==> src/rtl/multiplier_taint_pkg.sv <==
// Shared definitions for the shift-add multiplier and its taint-tracking datapath.
// The control block imports this package too, so the encodings here are the
// contract between the two blocks.
package multiplier_taint_pkg;

    // Default operand width; the product is twice this wide.
    localparam int unsigned DEFAULT_WIDTH = 4;

    // Result-register operation selected for one cycle.
    typedef enum logic [1:0] {
        ResHold  = 2'd0,
        ResClear = 2'd1,
        ResLoad  = 2'd2,
        ResShift = 2'd3
    } res_op_e;

    // Priority resolve of the result strobes: clear > load (add) > shift.
    function automatic res_op_e res_op_sel(input logic clr, input logic ld, input logic shr);
        res_op_e op;
        if (clr) begin
            op = ResClear;
        end else if (ld) begin
            op = ResLoad;
        end else if (shr) begin
            op = ResShift;
        end else begin
            op = ResHold;
        end
        return op;
    endfunction

    // True when two or more result strobes are raised in the same cycle.
    function automatic logic res_conflict(input logic clr, input logic ld, input logic shr);
        return (clr & ld) | (clr & shr) | (ld & shr);
    endfunction

endpackage

==> src/rtl/taint_word_reg.sv <==
// Word register with a single taint bit. Loads value and merged taint on
// load; a tainted strobe that is not asserted leaves the value alone but still
// taints the register, since the decision not to load depended on it.
module taint_word_reg #(
    parameter int unsigned WIDTH = 4
) (
    input  logic             clk,
    input  logic             rst,
    input  logic             load,
    input  logic             load_t,
    input  logic [WIDTH-1:0] data,
    input  logic             data_t,
    output logic [WIDTH-1:0] value,
    output logic             value_t
);

    logic [WIDTH-1:0] value_q, value_d;
    logic             value_t_q, value_t_d;

    // Next-state: load, or merge taint when the strobe itself is tainted.
    always_comb begin
        value_d   = value_q;
        value_t_d = value_t_q;
        if (load) begin
            value_d   = data;
            value_t_d = data_t | load_t;
        end else if (load_t) begin
            // The operation would have used data_t; a tainted strobe always taints.
            value_t_d = value_t_q | data_t | 1'b1;
        end
    end

    // State update with synchronous active-high reset.
    always_ff @(posedge clk) begin
        if (rst) begin
            value_q   <= '0;
            value_t_q <= 1'b0;
        end else begin
            value_q   <= value_d;
            value_t_q <= value_t_d;
        end
    end

    assign value   = value_q;
    assign value_t = value_t_q;

endmodule

==> src/rtl/multiplier_datapath_taint_track_word.sv <==
// Datapath of the sequential shift-add multiplier with word-level taint.
// Executes the control block's strobes (load multiplicand/multiplier, clear,
// add, shift right) and returns the multiplier register for bit-serial
// decisions. Each register carries one conservative taint bit.
module multiplier_datapath_taint_track_word
    import multiplier_taint_pkg::*;
#(
    parameter int unsigned WIDTH = DEFAULT_WIDTH
) (
    input  logic               clk,
    input  logic               rst,
    input  logic [WIDTH-1:0]   multiplicand,
    input  logic               multiplicand_t,
    input  logic [WIDTH-1:0]   multiplier,
    input  logic               multiplier_t,
    input  logic               mdld,
    input  logic               mdld_t,
    input  logic               mrld,
    input  logic               mrld_t,
    input  logic               rsclear,
    input  logic               rsclear_t,
    input  logic               rsload,
    input  logic               rsload_t,
    input  logic               rsshr,
    input  logic               rsshr_t,
    output logic [WIDTH-1:0]   multiplierReg,
    output logic               multiplierReg_t,
    output logic [2*WIDTH-1:0] product,
    output logic               product_t,
    output logic               ctrl_conflict
);

    logic [WIDTH-1:0] md_q;
    logic             md_t_q;
    logic [WIDTH-1:0] mr_q;
    logic             mr_t_q;

    // Result register carries one extra carry bit above the product.
    logic [2*WIDTH:0] res_q, res_d;
    logic             res_t_q, res_t_d;
    logic             conflict_q, conflict_d;

    res_op_e          res_op;
    logic [WIDTH:0]   sum;
    logic             strobe_t_any;

    taint_word_reg #(
        .WIDTH (WIDTH)
    ) u_md_reg (
        .clk     (clk),
        .rst     (rst),
        .load    (mdld),
        .load_t  (mdld_t),
        .data    (multiplicand),
        .data_t  (multiplicand_t),
        .value   (md_q),
        .value_t (md_t_q)
    );

    taint_word_reg #(
        .WIDTH (WIDTH)
    ) u_mr_reg (
        .clk     (clk),
        .rst     (rst),
        .load    (mrld),
        .load_t  (mrld_t),
        .data    (multiplier),
        .data_t  (multiplier_t),
        .value   (mr_q),
        .value_t (mr_t_q)
    );

    // The add uses the current (old) multiplicand even if mdld fires this cycle.
    assign sum = {1'b0, res_q[2*WIDTH-1:WIDTH]} + {1'b0, md_q};

    // Any tainted result strobe taints the result, asserted or not, and
    // whether or not its operation won the priority resolve.
    assign strobe_t_any = rsclear_t | rsload_t | rsshr_t;

    // Result-register next state and taint merge.
    always_comb begin
        res_op     = res_op_sel(rsclear, rsload, rsshr);
        res_d      = res_q;
        res_t_d    = res_t_q | strobe_t_any;
        conflict_d = conflict_q | res_conflict(rsclear, rsload, rsshr);
        unique case (res_op)
            ResClear: begin
                res_d   = '0;
                // Only place (besides rst) where taint can drop.
                res_t_d = strobe_t_any;
            end
            ResLoad: begin
                res_d   = {sum, res_q[WIDTH-1:0]};
                res_t_d = res_t_q | md_t_q | strobe_t_any;
            end
            ResShift: begin
                res_d = {1'b0, res_q[2*WIDTH:1]};
            end
            ResHold: begin
                res_d = res_q;
            end
        endcase
    end

    // Result, result taint and sticky conflict flag.
    always_ff @(posedge clk) begin
        if (rst) begin
            res_q      <= '0;
            res_t_q    <= 1'b0;
            conflict_q <= 1'b0;
        end else begin
            res_q      <= res_d;
            res_t_q    <= res_t_d;
            conflict_q <= conflict_d;
        end
    end

    assign multiplierReg   = mr_q;
    assign multiplierReg_t = mr_t_q;
    assign product         = res_q[2*WIDTH-1:0];
    assign product_t       = res_t_q;
    assign ctrl_conflict   = conflict_q;

endmodule

==> config.mk <==
export PLATFORM = sky130hd
export DESIGN_NAME = multiplier_datapath_taint_track_word
export DESIGN_NICKNAME = d
export VERILOG_FILES = /design/src/rtl/multiplier_taint_pkg.sv /design/src/rtl/taint_word_reg.sv /design/src/rtl/multiplier_datapath_taint_track_word.sv
export SDC_FILE = /design/constraint.sdc
export NUM_CORES = 1
export LEC_CHECK = 0
export BUFFER_PORTS_ARGS = -buffer_cell sky130_fd_sc_hd__buf_2
export CORE_MARGIN = 2
export CORE_UTILIZATION = 51
export CTS_CLUSTER_SIZE = 30
export DETAILED_ROUTE_END_ITERATION = 6
export GPL_TIMING_DRIVEN = 0
export PLACE_DENSITY = 0.79
export SKIP_LAST_GASP = 1
export SLEW_MARGIN = 20
export SYNTH_ARGS = -nofsm -noshare
export SYNTH_HDL_FRONTEND = slang
export SYNTH_SLANG_ARGS = --single-unit
==> constraint.sdc <==
create_clock -name clk -period 4.14 [get_ports clk]
set_input_delay 0.621 -clock clk [delete_from_list [all_inputs] [get_ports clk]]
set_output_delay 0.621 -clock clk [all_outputs]
set_load 0.005 [all_outputs]
==> qor.txt, run 1 <==
status - completed
Syn Std Cell Area - 1020 um2
HPWL Detailed - 1570 um
worst clock skew - 0.00245 ns
post-CTS setup buffer count - 0
Crit path arrival time - 1.84 ns
die area - 2380 um2
DRC viols - 0
Post-DRT Antenna Nets - 0
Max clock buf depth - 2
clock sink count - 21
Syn. warnings - 0
non-filler instance count after layout - 176
Worst Setup SP - res_q[4]
HP Class - reg -> reg
Initial Utilization - 53.3%
CP Launch Type - flip-flop
CTS buffer count - 3
TNS Setup - 0 ns
clock latency on the worst-skew pair - 0.30 ns
Die H - 48.8 um
Final nets - 177
# IOs - 37
Critical Path Fanout Max - 4
Pleak - 0.605 nW
root buffer cell - clkbuf_4
flops & latches, synth - 21
Filler cells - 176
Syn-to-layout area delta - 22.6%
H-tree levels - 1
required time of the critical path - 4.36 ns
Final setup viols - 0
Clock transition at path regs - 0.12 ns
initial detailed-routing violation count - 13
Seq/Total Area, Yosys - 41.1%
grt total ovfl - 0
die width - 48.8 um
routed wire length - 1970 um
syn_nets - 138
pin count of the biggest net entering global routing - 13
hold path start - res_q[0]
routed vias - 867
share of post-route cells with drive strength above 1 - 35.6%
Core Region - 1920 um2
n_diodes - 0
Routed WL per cell - 11.2 um
count of cell types in the netlist - 27
initial antenna violation count - 0
Final period util - 39.3%
worst vdd ir - 0.221 mV
first-pass detailed-route iteration total - 4
Hold-fix buffers, CTS - 0
Peak Freq - 0.615 GHz
# rows - 16
first-pass GRT wire length - 3390 um
final number of hold-violating endpoints - 0
vias in the first global route - 824
max cap viols - 0
Slew Limit Fails - 0
Tot Pwr - 0.373 mW
Tightest Pin Transition - 0.417 ns
vias per cell - 4.93
Cell Pwr Density - 297 nW/um2
Mapped Cells - 111
syn avg cell area - 9.22 um2
unrepaired setup endpoints after global routing - false
gpl congestion - 0.752
Port Buffers - 34
min Tclk post-route - 1.63 ns
Slew headroom - 72.2%
Critical Path End Type - flip-flop
GRT Overall Usage - 18.1%
dpl cells - 172
worst reg2reg path startpoint - res_q[4]
post-cts gate resize count - 0
CTS tree - done
Crit Path Class - reg -> reg
-- Yosys cell counts, drive strengths merged --
library cell	n	area [um2]
a211oi	7	52.6
a21oi	8	40.0
a311oi	1	8.76
and2b	1	7.51
and4b	1	10.0
buf	14	104
dfxtp	21	420
fa	1	20.0
ha	4	50.1
inv	5	18.8
maj3	1	10.0
mux2	1	11.3
mux2i	9	90.1
nand2	9	33.8
nand2b	1	6.26
nand3	1	5.00
nor2	14	52.6
nor2b	6	37.5
nor3	1	5.00
nor4	1	12.5
o21a	1	7.51
o21ai	1	5.00
or2	1	6.26
xor2	1	8.76
-- cells by family (layout without fill, tap and decap cells) --
kind of cell / Yosys count / after routing / share of synthesized area [%]
xor+xnor: 1 / 1 / 0.856
fa+ha+maj: 6 / 6 / 7.82
mux: 10 / 10 / 9.90
buf+inv: 19 / 57 / 12.0
simple gates: 36 / 36 / 17.2
compound gates: 18 / 18 / 11.1
flops: 21 / 21 / 41.1
-- worst max-delay path: stages, from the launching register on --
cell and delay [ns]:
dfxtp_1 0.42, ha_1 0.19, inv_1 0.05, fa_1 0.40, nor2b_1 0.11, o21ai_0 0.09
a311oi_1 0.28
-- state kept, by name (all words and copies together) (netlist names) --
register and flops:
u_md_reg.value 4, u_md_reg.value_t 1, u_mr_reg.value_t 1, u_mr_reg.value 4, res_q 9, product_t 1, ctrl_conflict 1
-- final cells by class --
type | instances | area [um2] | area share, %
well taps | 27 | 33.8 | 2.69
inverters | 5 | 18.8 | 1.50
clock inverters | 1 | 5.00 | 0.399
multi-input cells | 71 | 480 | 38.3
plain buffers | 14 | 104 | 8.28
clock buffers | 3 | 22.5 | 1.79
flip-flops and latches | 21 | 420 | 33.5
repair buffers | 34 | 170 | 13.6
-- power breakdown --
| part | switching, mW | internal (mW) |
|---|---|---|
| Sequential | 0.00614 | 0.211 |
| Combinational | 0.0262 | 0.0299 |
| Clock | 0.0635 | 0.0361 |
| Total | 0.0958 | 0.277 |
-- cell usage in the layout (no fill, tap or decap), types with 2 or more instances in the layout --
cell / instances
nand2_1: 9
buf_6: 2
mux2i_1: 9
buf_4: 9
nor2_1: 14
a21oi_1: 8
buf_2: 36
inv_1: 5
ha_1: 4
dfxtp_1: 21
a211oi_1: 7
clkbuf_4: 3
nor2b_1: 6
-- worst paths after layout --
check | slack, ns | end | cells after the start
setup / recovery | 2.51 | res_q[8] | 6
hold / removal | 0.47 | res_q[0] | 2
setup reg to reg | 2.51 | res_q[8] | 6
hold reg to reg | 0.47 | res_q[0] | 2
-- routing by layer --
| layer | up-vias | GRT usage, % | wire length (um) |
|---|---|---|---|
| li1 | 441 | - | - |
| met1 | 394 | 20.8 | 850 |
| met2 | 26 | 33.6 | 990 |
| met3 | 6 | 2.76 | 92 |
| met4 | 0 | 7.14 | 32 |
| met5 | - | 0 | 0 |
-- per-stage QoR --
stage / utilization (%) / hold slack [ns] / area [um2] / setup slack, ns
after floorplan: - / 0.434 / 1020 / 2.72
after global placement: 63.9 / 0.445 / 1230 / 2.61
after detailed placement: 63.9 / 0.453 / 1230 / 2.54
after CTS: 65.3 / 0.470 / 1250 / 2.51
after global routing: 65.3 / 0.491 / 1250 / 2.38
final: 65.3 / 0.466 / 1250 / 2.51
Power figures use the tool's default switching activity.
==> run 2: changes to the inputs <==
- CORE_UTILIZATION: 51 -> 48
- PLACE_DENSITY: 0.79 -> 0.75
- clock period: 4.14 -> 1.5 ns (I/O delays scaled with it)
==> run 2 against run 1 <==
Compared with the run above: critical path depth is the same; first-iteration DRC count did not move; core utilization down 1.0 points; highest routed layer unchanged; sequential power rose to 2.7 times the previous value; global-route usage rose by 0.11 points; clock skew up 0.0016 ns.
==> qor.txt, run 2 (same netlist as run 1, synthesis figures left out) <==
most common cell after layout, fill and taps aside - buf_2
hold path start - rst
CTS tree - done
Biggest register - res_q
crit path cell chain - ha_2 > inv_1 > fa_2 > nor2b_1 > o21ai_0 > a311oi_1
combinational power share - 15.3%
Syn-to-layout area delta - 24.4%
n_diodes - 0
share of post-route cells with drive strength above 1 - 39.3%
Crit Path Class - reg -> reg
Critical Path Fanout Max - 2
Routed WL per cell - 11.7 um
Filler cells - 180
worst vdd ir - 0.586 mV
Reg power frac - 57.3%
gpl congestion - 0.772
met1 usage - 22.4%
Pleak - 0.610 nW
Crit path arrival time - 1.64 ns
required time of the critical path - 1.73 ns
# rows - 16
# IOs - 37
clock sink count - 21
Slew headroom - 73.3%
worst reg2reg path startpoint - res_q[4]
vias in the first global route - 805
Critical Path Stages - 6
global route hottest layer - met2
first-pass GRT wire length - 3500 um
min Tclk post-route - 1.41 ns
Power Internal - 0.768 mW
Port Buffers - 34
Hold-fix buffers, CTS - 0
HPWL Detailed - 1600 um
Net Sw Frac - 26.5%
Design Area, Final - 1270 um2
Placed Area - 1230 um2
die width - 50.2 um
most frequent cells in the layout - buf_2, dfxtp_1, nor2_1
routed vias - 859
GR Layer Usage met2 - 31.8%
initial antenna violation count - 0
CP top delay family - adder cells
reg2reg path depth - 6
Peak Freq - 0.711 GHz
multi-input logic area - 489 um2
root buffer cell - clkbuf_4
Initial Utilization - 51.6%
Cell Pwr Density - 821 nW/um2
clock power share - 27.4%
max reg flops - 9
Final nets - 178
grt total ovfl - 0
worst clock skew - 0.00406 ns
Worst Hold End - u_mr_reg.value[3]
routed wire length - 2070 um
Die H - 50.2 um
max cap viols - 0
CP Launch Type - flip-flop
worst hold path cell count - 2
Place WS - -0.0866 ns
die area - 2520 um2
flop2flop setup slack - 0.09 ns
met3 Usage GRT - 2.38%
Reg area - 423 um2
Slew Limit Fails - 0
Tightest Pin Transition - 0.401 ns
final number of hold-violating endpoints - 0
HP Class - in -> reg
DRC viols - 0
Core Region - 1980 um2
clock latency on the worst-skew pair - 0.31 ns
status - completed
RR Endpoint - res_q[8]
TNS Setup - 0 ns
initial detailed-routing violation count - 13
Max stage delay cell, worst path - dfxtp_2
net switching power - 0.277 mW
Critical Path End Type - flip-flop
Clock transition at path regs - 0.13 ns
Final setup viols - 0
Fin Hold WS - 0.102 ns
GRT Overall Usage - 18.3%
setup slack after layout - 0.0926 ns
Post-DRT Antenna Nets - 0
pin count of the biggest net entering global routing - 13
H-tree levels - 1
Final period util - 93.8%
CP Buf/Inv Count - 1
delay of the slowest critical-path stage - 0.36 ns
Max clock buf depth - 2
vias per cell - 4.85
CTS buffer count - 3
first-pass detailed-route iteration total - 6
==> run 2: cell count changes in the layout (fill, tap and decap cells not counted), sizes merged <==
cell  previous run  this run
buf             48        49
==> run 2: layout make-up <==
type / instances / area share [%]
flip-flops and latches: 21 / 33.2
clock buffers: 3 / 1.77
multi-input cells: 71 / 38.4
plain buffers: 14 / 8.15
clock inverters: 1 / 0.393
repair buffers: 35 / 13.9
inverters: 5 / 1.47
well taps: 27 / 2.65
==> run 2: stage by stage <==
stage	total power [mW]	std cells	util, %
floorplan	0.706	111	-
global placement	0.762	172	61.9
detailed placement	0.769	172	61.9
CTS	1.05	177	64.0
global route	1.10	177	64.3
finish	1.05	177	64.3
==> run 2: how the worst max path moves through the flow <==
stage	startpoint	endpoint
after global routing	res_q[6]	res_q[7]
after global placement	res_q[4]	res_q[8]
final	res_q[4]	res_q[8]
after detailed placement	res_q[4]	res_q[8]
after CTS	res_q[4]	res_q[8]
after floorplan	res_q[4]	res_q[8]
==> run 2: what timing repair did <==
item | in CTS | in global routing
endpoints found under the hold margin | 0 | 0
setup buffers | 1 | 0
cloned | 0 | 0
pin swaps | 0 | 1
setup endpoints to repair | 2 | 2
gates resized for setup | 3 | 2
==> run 2: per-layer routing <==
| layer | wire, um | up-vias | share of wire, % |
|---|---|---|---|
| li1 | - | 444 | - |
| met1 | 884 | 385 | 43 |
| met2 | 1060 | 23 | 51 |
| met3 | 91 | 7 | 4.4 |
| met4 | 42 | 0 | 2.0 |
| met5 | 0 | - | 0 |
==> run 2: power groups by stage <==
stage	clock [mW]	combinational (mW)	sequential, mW
final	0.286	0.160	0.599
after global routing	0.318	0.179	0.604
after CTS	0.288	0.160	0.599
after detailed placement	0	0.158	0.612
after global placement	0	0.151	0.611
after floorplan	0	0.0965	0.610
==> run 3: changes to the inputs <==
- BUFFER_PORTS_ARGS: -buffer_cell sky130_fd_sc_hd__buf_2 -> not set
- CORE_UTILIZATION: 48 -> 54
- DONT_BUFFER_PORTS: not set -> 1
- PLACE_DENSITY: 0.75 -> 0.66
==> run 3 against run 2 <==
Compared with the run above: non-clock buffer count decreased by 34; critical path depth stayed put; sequential power increased by 0.7%; sequential share of layout area rose by 5.2 points; first-iteration DRC count unchanged; worst hold slack worse by 0.066 ns; die area fell by 10%; register-to-register slack barely moved; final cell count down 20%; critical path type unchanged; largest cell class unchanged; largest power group unchanged.
==> qor.txt, run 3 (same netlist as run 1, synthesis figures left out) <==
status - completed
Post-DRT Antenna Nets - 0
Pleak - 0.455 nW
H-tree levels - 1
Crit Path Class - reg -> reg
clock latency on the worst-skew pair - 0.30 ns
initial detailed-routing violation count - 13
Routed WL per cell - 13.5 um
Critical Path End Type - flip-flop
pin count of the biggest net entering global routing - 12
Slew headroom - 72.4%
Initial Utilization - 58.6%
Reg power frac - 60.6%
HPWL Detailed - 1410 um
most frequent cells in the layout - dfxtp_1, nor2_1, mux2i_1, nand2_1, buf_4
first-pass GRT wire length - 2800 um
net switching power - 0.249 mW
HP Class - in -> reg
routed wire length - 1910 um
Cell Pwr Density - 894 nW/um2
CTS tree - done
Net Sw Frac - 25.1%
unrepaired setup endpoints after global routing - true
dpl cells - 136
combinational power share - 11.7%
Max clock buf depth - 2
vias per cell - 5.25
delay of the slowest critical-path stage - 0.40 ns
DRC viols - 0
grt total ovfl - 0
clock sink count - 21
Die H - 47.5 um
final number of hold-violating endpoints - 0
first-pass detailed-route iteration total - 4
n_diodes - 0
root buffer cell - clkbuf_4
Syn-to-layout area delta - 8.68%
gpl congestion - 0.718
Reg area - 427 um2
most common cell after layout, fill and taps aside - dfxtp_1
max reg flops - 9
CP Launch Type - flip-flop
clock power share - 27.6%
routed vias - 740
vias in the first global route - 623
Crit path arrival time - 1.65 ns
Biggest register - res_q
crit path cell chain - ha_4 > inv_2 > fa_2 > nor2b_1 > o21ai_1 > a311oi_1
worst vdd ir - 0.544 mV
share of post-route cells with drive strength above 1 - 20.7%
final core occ - 63.7%
initial antenna violation count - 0
Tightest Pin Transition - 0.414 ns
Power Internal - 0.745 mW
Final nets - 144
# rows - 15
min Tclk post-route - 1.42 ns
Port Buffers - 0
# IOs - 37
Critical Path Fanout Max - 4
Clock transition at path regs - 0.12 ns
GRT Overall Usage - 18.6%
worst clock skew - 0.00540 ns
die area - 2260 um2
CTS buffer count - 3
max cap viols - 0
Slew Limit Fails - 0
Core Region - 1750 um2
flop2flop setup slack - 0.08 ns
Final setup viols - 0
Final period util - 94.5%
multi-input logic area - 495 um2
Max stage delay cell, worst path - dfxtp_4
die width - 47.5 um
Peak Freq - 0.706 GHz
Filler cells - 165
required time of the critical path - 1.73 ns
post-CTS setup buffer count - 0
non-filler instance count after layout - 141
## run 3: metal layers
layer  vias to the layer above  part of all wire (%)  global-route usage (%)
li1                        375                     -                       -
met3                         4                   6.9                    4.53
met5                         -                     0                       0
met2                        28                    48                    29.5
met1                       333                    44                    24.4
met4                         0                   1.6                    8.11
## run 3: critical path, delay by kind of cell, from the launching register on
kind	cells	cell delay, ns
adder cells (fa/ha/maj)	2	0.52
buffers and inverters	1	0.04
AO/OA/AOI/OAI	2	0.26
AND/OR/NAND/NOR	1	0.13
flip-flops	1	0.40
## run 3: power groups by stage
stage | logic [mW] | clock network [mW] | registers (mW)
after global placement | 0.108 | 0 | 0.615
after CTS | 0.118 | 0.282 | 0.603
after detailed placement | 0.114 | 0 | 0.616
after floorplan | 0.0965 | 0 | 0.610
after global routing | 0.130 | 0.302 | 0.607
final | 0.116 | 0.275 | 0.603
## run 3: final timing paths
check                     end      from  cells after the start
max reg2reg          res_q[8]  res_q[4]                      6
min          u_md_reg.value_t    mdld_t                      2
max                  res_q[8]  res_q[4]                      6
min reg2reg          res_q[0]  res_q[0]                      2
## run 3: area by class of cell
| cell class | count | share of cell area, % |
|---|---|---|
| plain buffers | 14 | 9.34 |
| well taps | 25 | 2.81 |
| multi-input cells | 71 | 44.5 |
| flip-flops and latches | 21 | 38.4 |
| repair buffers | 1 | 0.900 |
| inverters | 5 | 1.69 |
| clock buffers | 4 | 2.36 |
## run 3: through the flow
stage / power, mW / instance area [um2] / setup TNS, ns / worst slack, ns / hold slack, ns
floorplan: 0.706 / 1020 / 0 / 0.0768 / 0.297
global placement: 0.724 / 1050 / -0.0403 / -0.0403 / 0.298
detailed placement: 0.730 / 1050 / -0.0646 / -0.0646 / 0.299
CTS: 1.00 / 1090 / 0 / 0.0165 / 0.0346
global route: 1.04 / 1110 / -0.0117 / -0.0117 / 0.0250
finish: 0.995 / 1110 / 0 / 0.0830 / 0.0360
## run 3: timing repair
action	CTS	global route
setup endpoints to repair	2	1
gates cloned	0	0
endpoints found under the hold margin	2	0
pin swaps	0	2
resized for setup	2	7
hold buffers	1	0
